[config.mk]
export PLATFORM = sky130hd
export DESIGN_NAME = hex_conv_ctrl
export DESIGN_NICKNAME = d
export VERILOG_FILES = /design/src/rtl/hex_conv_ctrl.sv
export SDC_FILE = /design/constraint.sdc
export NUM_CORES = 1
export LEC_CHECK = 0
export CELL_PAD_IN_SITES_DETAIL_PLACEMENT = 2
export CELL_PAD_IN_SITES_GLOBAL_PLACEMENT = 2
export CORE_ASPECT_RATIO = 1.4
export CORE_UTILIZATION = 40
export DETAILED_ROUTE_END_ITERATION = 16
export DONT_BUFFER_PORTS = 1
export HOLD_SLACK_MARGIN = 0.12
export PLACE_DENSITY_LB_ADDON = 0.2
export SLEW_MARGIN = 10
export SYNTH_ARGS = -nofsm -noshare
export SYNTH_HDL_FRONTEND = slang
export SYNTH_SLANG_ARGS = --single-unit
[constraint.sdc]
create_clock -name clk -period 1.9 [get_ports clk]
set_input_delay 0.285 -clock clk [delete_from_list [all_inputs] [get_ports clk]]
set_output_delay 0.285 -clock clk [all_outputs]
set_load 0.02 [all_outputs]
[src/rtl/hex_conv_ctrl.sv]
// rtl/hex_conv_ctrl.sv - binary to five-digit BCD converter, one double-dabble step per clock
//
// Purpose:
//   Converts a WIDTH-bit operand (4..16) to five BCD digits with a fixed
//   latency of WIDTH+1 cycles. A DONE state allows back-to-back starts.
//   Optional macro HEX_CONV_SIGNED_EN: operand is two's complement, and the
//   magnitude is converted with sign reported separately. Without it the
//   operand is unsigned and sign is tied to 1.
//
// Ports:
//   clk                      rising-edge clock
//   reset                    asynchronous active-low reset
//   start                    convert request, sampled only while ready=1
//   h_number[WIDTH-1:0]      operand, captured on the accepting edge
//   ready                    start will be accepted on the next edge (IDLE/DONE)
//   busy                     conversion iterations in progress (CONV)
//   done                     one-cycle pulse, new digits valid (DONE)
//   D_one..D_five[3:0]       registered BCD digits, D_one least significant
//   sign                     1 = non-negative, 0 = negative

module hex_conv_ctrl #(
  parameter int WIDTH = 16
) (
  input  logic             clk,
  input  logic             reset,
  input  logic             start,
  input  logic [WIDTH-1:0] h_number,
  output logic             ready,
  output logic             busy,
  output logic             done,
  output logic [3:0]       D_one,
  output logic [3:0]       D_two,
  output logic [3:0]       D_three,
  output logic [3:0]       D_four,
  output logic [3:0]       D_five,
  output logic             sign
);

  localparam int CW = (WIDTH > 1) ? $clog2(WIDTH) : 1;

  typedef enum logic [1:0] {
    IDLE = 2'd0,
    CONV = 2'd1,
    DONE = 2'd2
  } state_t;

  state_t           r_state;
  logic             r_ready;
  logic             r_busy;
  logic             r_done;
  logic [CW-1:0]    r_count;
  logic [WIDTH-1:0] r_operand;
  logic [19:0]      r_bcd;
  logic [19:0]      r_digits;

  logic [WIDTH-1:0] w_mag;
  logic [19:0]      w_adj;
  logic [19:0]      w_step;

`ifdef HEX_CONV_SIGNED_EN
  logic             r_sign_pend;
  logic             r_sign;
  logic             w_sign_in;

  // Negation in WIDTH bits maps the most negative value onto 2^(WIDTH-1),
  // which is exactly the unsigned magnitude we want.
  assign w_mag     = h_number[WIDTH-1] ? (~h_number + WIDTH'(1)) : h_number;
  assign w_sign_in = ~h_number[WIDTH-1];
  assign sign      = r_sign;
`else
  assign w_mag = h_number;
  assign sign  = 1'b1;
`endif

  // Double-dabble step: add 3 to each digit >= 5, then shift in the operand MSB.
  always_comb begin
    w_adj = r_bcd;
    for (int i = 0; i < 5; i++) begin
      if (r_bcd[4*i +: 4] >= 4'd5) begin
        w_adj[4*i +: 4] = r_bcd[4*i +: 4] + 4'd3;
      end
    end
  end

  // Carry out of the top digit is dropped; it cannot occur for WIDTH <= 16.
  assign w_step = {w_adj[18:0], r_operand[WIDTH-1]};

  always_ff @(posedge clk or negedge reset) begin
    if (!reset) begin
      r_state   <= IDLE;
      r_ready   <= 1'b1;
      r_busy    <= 1'b0;
      r_done    <= 1'b0;
      r_count   <= '0;
      r_operand <= '0;
      r_bcd     <= '0;
      r_digits  <= '0;
`ifdef HEX_CONV_SIGNED_EN
      r_sign_pend <= 1'b1;
      r_sign      <= 1'b1;
`endif
    end else begin
      case (r_state)
        IDLE, DONE: begin
          r_done <= 1'b0;
          if (start) begin
            r_state   <= CONV;
            r_ready   <= 1'b0;
            r_busy    <= 1'b1;
            r_operand <= w_mag;
            r_bcd     <= '0;
            r_count   <= CW'(WIDTH - 1);
`ifdef HEX_CONV_SIGNED_EN
            r_sign_pend <= w_sign_in;
`endif
          end else begin
            r_state <= IDLE;
            r_ready <= 1'b1;
            r_busy  <= 1'b0;
          end
        end

        CONV: begin
          r_bcd     <= w_step;
          r_operand <= r_operand << 1;
          if (r_count == '0) begin
            // Final step: publish the result on the same edge.
            r_state  <= DONE;
            r_ready  <= 1'b1;
            r_busy   <= 1'b0;
            r_done   <= 1'b1;
            r_digits <= w_step;
`ifdef HEX_CONV_SIGNED_EN
            r_sign <= r_sign_pend;
`endif
          end else begin
            r_count <= r_count - CW'(1);
          end
        end

        default: begin
          r_state <= IDLE;
          r_ready <= 1'b1;
          r_busy  <= 1'b0;
          r_done  <= 1'b0;
        end
      endcase
    end
  end

  assign ready   = r_ready;
  assign busy    = r_busy;
  assign done    = r_done;
  assign D_one   = r_digits[3:0];
  assign D_two   = r_digits[7:4];
  assign D_three = r_digits[11:8];
  assign D_four  = r_digits[15:12];
  assign D_five  = r_digits[19:16];

endmodule

# Word-level counts from Yosys, hierarchy flattened

Cells that the tools add are included.

Logic and storage cells: 53
Bits of input ports: 19
Output and inout bits: 24
Flip-flop bits (word level): 65

Equal/unequal tests: 5
Reductions and logical operators: 7
$add $sub $neg: 6
Magnitude comparators: 5
Multiplexer cells: 22

Operator list:

| cell                  | number |
|---|---|
| $pmux W20 S2          | 1 |
| $pmux W16 S2          | 1 |
| $mux W4               | 6 |
| $ge A4 B3 Y1 const B  | 5 |
| $mux W20              | 1 |
| $add A4 B2 Y4 const B | 4 |
| $mux W16              | 1 |
| $pmux W4 S2           | 1 |
| $mux W1               | 6 |
| $ne A2 B2 Y1 const B  | 3 |
| $logic_not A4 Y1      | 1 |
| $pmux W1 S2           | 2 |
| $pmux W2 S2           | 1 |
| $reduce_and A2 Y1     | 2 |
| $sub A4 B1 Y4 const B | 1 |
| $add A3 B2 Y3 const B | 1 |
| $mux W3               | 1 |
| $reduce_and A3 Y1     | 1 |
| $eq A2 B1 Y1 const B  | 1 |
| $eq A2 B2 Y1 const B  | 1 |
| $logic_not A2 Y1      | 1 |
| $mux W2               | 1 |
| $reduce_bool A2 Y1    | 1 |
| $reduce_or A2 Y1      | 1 |

# Logic depth before layout (Yosys ltp)

Gate-level depths: netlist (run 1).

Word-level depth: 4
Gate-level depth with buffers: 7
Gate-level depth less buffers: 6

# Worst setup path before layout (run 1)

Ideal clock, no wire load.

Kind: flip-flop to flip-flop
From: reg r_count[0]
To: reg r_digits[10]
Stages on the path, launching flop included: 7
Path buffers: 0
Clock period less this slack: 1529 ps
Required time: 1775 ps
Setup slack: 371 ps
Library setup time: 125 ps
Data arrival time: 1404 ps
Cell sequence: dfrtp_1 > inv_1 > ha_1 > nor3b_2 > nand2_2 > inv_4 > mux2_2

Word-level cells in the longest chain between the ends: 2

RTL lines:

| item                        | RTL line | text |
|---|---|---|
| from (decl)                 | 51       | `logic [CW-1:0] r_count;` |
| from (signal assigned)      | 112      | `r_count <= CW'(WIDTH - 1);` |
| from (signal assigned)      | 137      | `r_count <= r_count - CW'(1);` |
| $logic_not A4 Y1            | 126      | `if (r_count == '0) begin` |
| $reduce_and A2 Y1 (no line) | -        |  |
| to (signal assigned)        | 132      | `r_digits <= w_step;` |
| to (decl)                   | 54       | `logic [19:0] r_digits;` |

Every way passes these cells.
A chain may end at the register's enable or synchronous reset.

# Worst setup path after layout (run 1)

From: reg r_bcd[12]
To: reg r_bcd[14]

Word-level cells in the longest chain between the ends: 3
Elaborated cells on any way between the ends: 4
Classes of those cells: 1 x add/sub; 1 x order compare; 2 x mux

RTL lines:

| item                                                 | RTL line | text |
|---|---|---|
| from (decl)                                          | 53       | `logic [19:0] r_bcd;` |
| from (signal assigned)                               | 124      | `r_bcd <= w_step;` |
| $add A4 B2 Y4 / $ge A4 B3 Y1 (equally long branches) | 80, 79   |  |
| $mux W4 (*)                                          | 79       | `if (r_bcd[4*i +: 4] >= 4'd5) begin` |
| $pmux W20 S2 (*)                                     | 103      | `case (r_state)` |

Every way passes the cells marked *; elsewhere a longest branch is shown, timed or not.

==> flow_metrics.py, run 1 <==
metrics = {
    "final_layout": {
        "diodes": 0,
        "fillers": 754,
        "area_delta_synth_final_pct": 15.3,
        "nets": 337,
        "layout-drive-gt1-share_pct": 12.2,
    },
    "critical_path": {
        "crit_required_ns": 2.16,
        "crit_path_cell_trace": "inv_1 -> ha_1 -> nand2b_1 -> a21oi_1 -> mux2_2 -> o21ai_0",
        "worstReg2RegStart": "r_bcd[12]",
        "critPathMaxStageDelay_ns": 0.43,
        "cp-start-kind": "register",
        "r2r_slack_ns": 0.17,
        "cp.arrival_ns": 1.99,
        "r2r_end": "r_bcd[14]",
        "cp_max_fo": 5,
        "slowest_stage": "dfrtp_1",
        "r2r_cells": 6,
        "cp.depth": 6,
        "end_kind": "register",
        "cp-startpoint": "r_bcd[12]",
        "crit_buf_inv": 1,
        "endpoint": "r_bcd[14]",
        "path_class": "reg -> reg",
        "critical-path-top-delay-family": "flip-flops",
    },
    "cts": {
        "postCtsSetupBuffers": 0,
        "cts-root-buf": "clkbuf_8",
        "clock_latency_ns": 0.35,
        "cts_buffers": 9,
        "cts_tree": "built",
        "cts.sinks": 64,
        "cts_max_level": 3,
        "clock_path_buffers": 2,
        "worst_setup_hold_path_clk_slew_ns": 0.07,
    },
    "logic_synthesis": {
        "syn_inst": 286,
        "yosys.area_share.xor_xnor_pct": 1.48,
        "synth.ff_latch_count": 64,
        "synth_area_per_cell_um2": 10.3,
        "synth_top_family_by_area": "compound AO/OA/AOI/OAI gates",
        "ys_seq_area_share_pct": 54.2,
        "syn_nets": 317,
        "synth_cell_types": 33,
        "synth_edf_count": 0,
        "muxShareOfSynthArea_pct": 4.82,
        "synth_ff_type": "dfrtp_1",
        "yosys.area_share.simple_pct": 14.8,
        "synth_warnings": 0,
        "synth_compound_area_share_pct": 15.5,
        "synthArstFlopShare_pct": 100,
        "synthAdderAreaFrac_pct": 5.07,
        "synth_area_um2": 2960,
    },
    "sta": {
        "holdWs_ns": 0.458,
        "rsz0062_at_grt": "no",
        "fmax_ghz": 0.578,
        "tns_ns": 0,
        "relSlewSlack_pct": 42.9,
        "finalHoldViolCount": 0,
        "slew_viol_final": 0,
        "final.period_utilization_pct": 91.1,
        "tightest_slew_ns": 0.855,
        "setup_viol": 0,
        "fin_worst_skew_ns": 0.0134,
        "fin_crit_ns": 1.73,
    },
    "floorplan": {
        "die-height_um": 104,
        "start_util_pct": 41.8,
        "die_area_um2": 7750,
        "coreArea_um2": 7070,
        "die-width_um": 74.7,
        "pin_count": 43,
        "rows": 36,
    },
    "placement": {
        "port_buffers": 0,
        "dp_hpwl_mm": 4.66,
        "gp_congestion": 0.717,
    },
    "global_route": {
        "overflow": 0,
        "grtUsageTotal_pct": 21.4,
        "grt_pass1_wl_mm": 12.3,
        "antenna_found_initial": 0,
        "grt_max_degree": 65,
        "grt_pass1_vias": 2542,
    },
    "worst_hold_path": {
        "hold_path_class": "in -> async",
    },
    "power_and_ir_drop": {
        "power_switching_mw": 2.68,
        "power_density_nw_per_um2": 1820,
        "leakagePower_nw": 1.57,
        "sw_frac_of_total_pct": 43.1,
        "vdd_drop_max_v": 0.000676,
        "p_clk_share_pct": 16.3,
        "p_int_mw": 3.54,
        "p_comb_share_pct": 39.4,
        "power_frac_seq_pct": 44.3,
    },
    "route": {
        "antenna_left": 0,
        "post_drt_via_cell_ratio": 5.40,
        "first_pass_iters": 4,
        "drtIter0Drc": 121,
        "wl_per_cell_um": 17.6,
        "finalWirelength_mm": 7.14,
        "drc": 0,
        "num_vias": 2194,
    },
    "job": {
        "drv_cap": 0,
    },
    "outcome": {
        "status": "complete, no violations",
    },
}
## state kept, by name, indices dropped and copies added, names as in the netlist
signal	flops
r_digits	20
r_count	4
r_state	2
r_bcd	20
r_operand	16
ready	1
busy	1
## cell usage after synthesis, types with 5 or more instances
cell,number,area [µm²]
nor3_1,9,45.0
nand3_1,5,25.0
nand2b_1,6,37.5
dfrtp_1,63,1580
a21oi_1,12,60.1
xnor2_1,5,43.8
o21ai_0,20,100
o21ai_1,8,40.0
nand2_1,54,203
a22oi_1,15,113
inv_1,12,45.0
ha_1,12,150
buf_2,10,50.1
a22o_1,9,78.8
nor3b_1,9,67.6
mux2_2,10,113
## stage by stage
stage          power, mW  cell area [µm²]  std cells  utilization (%)  setup WS [ns]
2_1_floorplan       4.48             2960        286                -          0.371
3_3_place_gp        5.00             3050        372             43.2          0.249
3_5_place_dp        5.18             3050        372             43.2          0.178
4_1_cts             6.32             3410        406             48.2          0.157
5_1_grt             6.74             3410        406             48.2         0.0447
6_report            6.22             3410        406             48.2          0.169
## kinds of logic after synthesis
kind of cell	count (synthesis)
flops	64
buf+inv	27
xor+xnor	5
simple gates	91
fa+ha+maj	12
other cells	1
compound gates	73
mux	13
## cell usage in the layout, fill, tap and decap left out, types with 2 or more instances in the layout
cell and n:
inv_1 12, clkbuf_8 10, o21ai_0 20, a211oi_1 2
dlygate4sd3_1 17, nor2b_2 2, nor3_1 9, xnor2_1 5
a22o_1 9, a21oi_1 12, clkbuf_1 5, mux2_2 10
nand2_1 54, nand2b_1 6, a22oi_1 15, a31oi_1 3
mux2i_1 3, ha_1 12, nand3_1 5, buf_4 5
a21oi_2 3, o21ai_1 8, dfrtp_1 63, nor3b_1 9
## worst min path at each step
stage	endpoint	slack (ns)	cells past startpoint
6_report	r_bcd[7]	0.46	2
3_3_place_gp	r_digits[9]	-0.008	0
5_1_grt	ready	0.48	3
4_1_cts	ready	0.45	3
2_1_floorplan	busy	-0.01	0
3_5_place_dp	r_digits[10]	-0.009	0
## what timing repair did
| action | in CTS | in global routing |
|---|---|---|
| gates resized for setup | 0 | 0 |
| endpoints found under the hold margin | 80 | 0 |
| hold buffers | 18 | 0 |
## area by class of cell
| type | instances | area [µm²] | share of cell area [%] |
|---|---|---|---|
| clock buffer | 15 | 156 | 4.59 |
| clock inverter | 1 | 5.00 | 0.147 |
| inverter | 13 | 51.3 | 1.50 |
| multi-input combinational | 195 | 1240 | 36.4 |
| sequential | 64 | 1600 | 47.0 |
| tap | 95 | 119 | 3.48 |
| timing repair buffer | 23 | 235 | 6.90 |
## power groups by stage
stage               Combinational, mW  Clock, mW  Sequential [mW]
floorplan                        1.88          0             2.60
global placement                 2.25          0             2.74
detailed placement               2.40          0             2.78
CTS                              2.50       1.06             2.76
global route                     2.78       1.10             2.85
finish                           2.45       1.01             2.75
## routing by layer
layer | global-route usage [%] | wire length, µm | vias to the layer above
met5 | 0 | 0 | -
met4 | 9.70 | 148 | 0
met3 | 4.96 | 203 | 10
met2 | 36.9 | 3870 | 32
met1 | 24.2 | 2920 | 1123
li1 | - | - | 1029
(Power assumes the default switching activity.)
==> run 2, diff against run 1 <==
--- a/config.mk
+++ b/config.mk
@@ -13,6 +13,7 @@
 export DONT_BUFFER_PORTS = 1
 export HOLD_SLACK_MARGIN = 0.12
 export PLACE_DENSITY_LB_ADDON = 0.2
+export RECOVER_POWER = 25
 export SLEW_MARGIN = 10
 export SYNTH_ARGS = -nofsm -noshare
 export SYNTH_HDL_FRONTEND = slang
==> run 2 against run 1 <==
Against the previous run:
- non-clock buffer count unchanged
- combinational power barely moved
- clock power is essentially flat
- utilization fell by 0.28 points
- fmax unchanged
- register-to-register slack is essentially flat
- die area unchanged
- sequential share of layout area grew 0.28 points
- power about the same
- highest routed layer unchanged
- count of clock-buffer cells in the layout unchanged
==> flow_metrics.py, run 2 (synthesis gave the netlist of run 1 again) <==
metrics = {
    "route": {
        "finalWirelength_mm": 7.14,
        "top_layer": "met4",
        "wl_per_cell_um": 17.6,
        "drtIter0Drc": 121,
        "met2_length_mm": 3.87,
        "num_vias": 2194,
        "wl_met1_mm": 2.92,
        "first_pass_iters": 4,
        "route.met3.wl_um": 203,
        "drc": 0,
        "antenna_left": 0,
        "post_drt_via_cell_ratio": 5.40,
    },
    "final_layout": {
        "top_regs": "r_bcd (20), r_digits (20), r_operand (16)",
        "mostFrequentLayoutCells": "63 x dfrtp_1, 54 x nand2_1, 20 x o21ai_0",
        "stdcell_area_um2": 3390,
        "diodes": 0,
        "area_delta_synth_final_pct": 14.6,
        "final_cells": 406,
        "layout-drive-gt1-share_pct": 12.2,
        "final-seq-area_um2": 1600,
        "nets": 337,
        "fillers": 756,
        "final_common_cell": "dfrtp_1",
        "multiInputGateArea_um2": 1240,
    },
    "critical_path": {
        "cp.depth": 6,
        "critical-path-top-delay-family": "flip-flops",
        "r2r_slack_ns": 0.17,
        "cp_max_fo": 5,
        "crit_buf_inv": 1,
        "end_kind": "register",
        "cp-startpoint": "r_bcd[12]",
        "r2r_end": "r_bcd[14]",
        "r2r_cells": 6,
        "crit_path_cell_trace": "inv_1 -> ha_1 -> nand2b_1 -> a21oi_1 -> mux2_2 -> o21ai_0",
        "path_class": "reg -> reg",
        "cp-start-kind": "register",
        "worstReg2RegStart": "r_bcd[12]",
        "crit_required_ns": 2.16,
        "slowest_stage": "dfrtp_1",
        "endpoint": "r_bcd[14]",
        "cp.arrival_ns": 1.99,
        "critPathMaxStageDelay_ns": 0.43,
    },
    "sta": {
        "final.period_utilization_pct": 91.1,
        "holdWs_ns": 0.468,
        "setup_viol": 0,
        "fin_worst_skew_ns": 0.0134,
        "fmax_ghz": 0.578,
        "tightest_slew_ns": 0.893,
        "finalHoldViolCount": 0,
        "relSlewSlack_pct": 40.5,
        "tns_ns": 0,
        "fin_crit_ns": 1.73,
        "slew_viol_final": 0,
        "rsz0062_at_grt": "no",
    },
    "cts": {
        "cts_buffers": 9,
        "postCtsSetupBuffers": 0,
        "cts.sinks": 64,
        "cts_max_level": 3,
        "cts_tree": "built",
        "clock_path_buffers": 2,
        "cts-root-buf": "clkbuf_8",
        "clock_latency_ns": 0.35,
        "worst_setup_hold_path_clk_slew_ns": 0.07,
    },
    "global_route": {
        "grtUsageTotal_pct": 21.4,
        "grt_max_degree": 65,
        "overflow": 0,
        "grt_pass1_vias": 2542,
        "grt_pass1_wl_mm": 12.3,
        "antenna_found_initial": 0,
    },
    "power_and_ir_drop": {
        "vdd_drop_max_v": 0.000676,
        "power_density_nw_per_um2": 1830,
        "power_mw": 6.21,
        "leakagePower_nw": 1.56,
    },
    "worst_hold_path": {
        "worstHoldStart": "start",
        "min_path_cells": 3,
        "hold_path_class": "in -> reg",
    },
    "floorplan": {
        "rows": 36,
        "coreArea_um2": 7070,
        "pin_count": 43,
        "die-width_um": 74.7,
        "die-height_um": 104,
        "start_util_pct": 41.8,
        "die_area_um2": 7750,
    },
    "placement": {
        "dp_hpwl_mm": 4.66,
        "dp_cells": 372,
        "post_dp_cell_area_um2": 3050,
        "port_buffers": 0,
        "gp_congestion": 0.717,
    },
    "job": {
        "drv_cap": 0,
    },
    "outcome": {
        "status": "complete, no violations",
    },
}
run 2: cell types whose count changed in the layout (fill, tap and decap cells not counted), sizes merged:
cell	before	now
buf	6	5
clkbuf	15	16
run 2: routing by layer:
layer,vias up,global-route usage [%]
met5,-,0
met4,0,9.70
met3,10,4.96
met2,32,36.9
met1,1123,24.2
li1,1029,-
run 2: layout make-up:
| class | instances | area share (%) |
|---|---|---|
| clock buffers | 15 | 4.61 |
| clock inverters | 1 | 0.148 |
| inverters | 13 | 1.51 |
| multi-input cells | 195 | 36.6 |
| flip-flops and latches | 64 | 47.3 |
| well taps | 95 | 3.51 |
| repair buffers | 23 | 6.35 |
run 2: worst min path at each step:
stage,to
after CTS,ready
after global placement,r_digits[9]
after floorplan,busy
final,ready
after detailed placement,r_digits[10]
after global routing,ready
run 2: what timing repair did:
action | 4_1_cts | 5_1_grt
hold endpoints to repair | 80 | 0
gates resized for setup | 0 | 0
hold buffers | 18 | 0
run 2: tightest hold or removal path, stage by stage:
cell and delay [ns]:
nor2b_2 0.15, buf_4 0.21, nor2_1 0.12
run 2: through the flow:
stage / util [%] / setup WS, ns
6_report: 47.9 / 0.169
5_1_grt: 47.9 / 0.0447
4_1_cts: 48.2 / 0.157
3_5_place_dp: 43.2 / 0.178
3_3_place_gp: 43.2 / 0.249
2_1_floorplan: - / 0.371
run 2: power by group:
| group | internal [mW] | total [mW] | leakage [nW] | switching, mW |
|---|---|---|---|---|
| combinational | 1.05 | 2.44 | 0.666 | 1.40 |
| sequential | 1.98 | 2.75 | 0.813 | 0.776 |
| clock | 0.510 | 1.01 | 0.0817 | 0.503 |
| total | 3.53 | 6.21 | 1.56 | 2.68 |
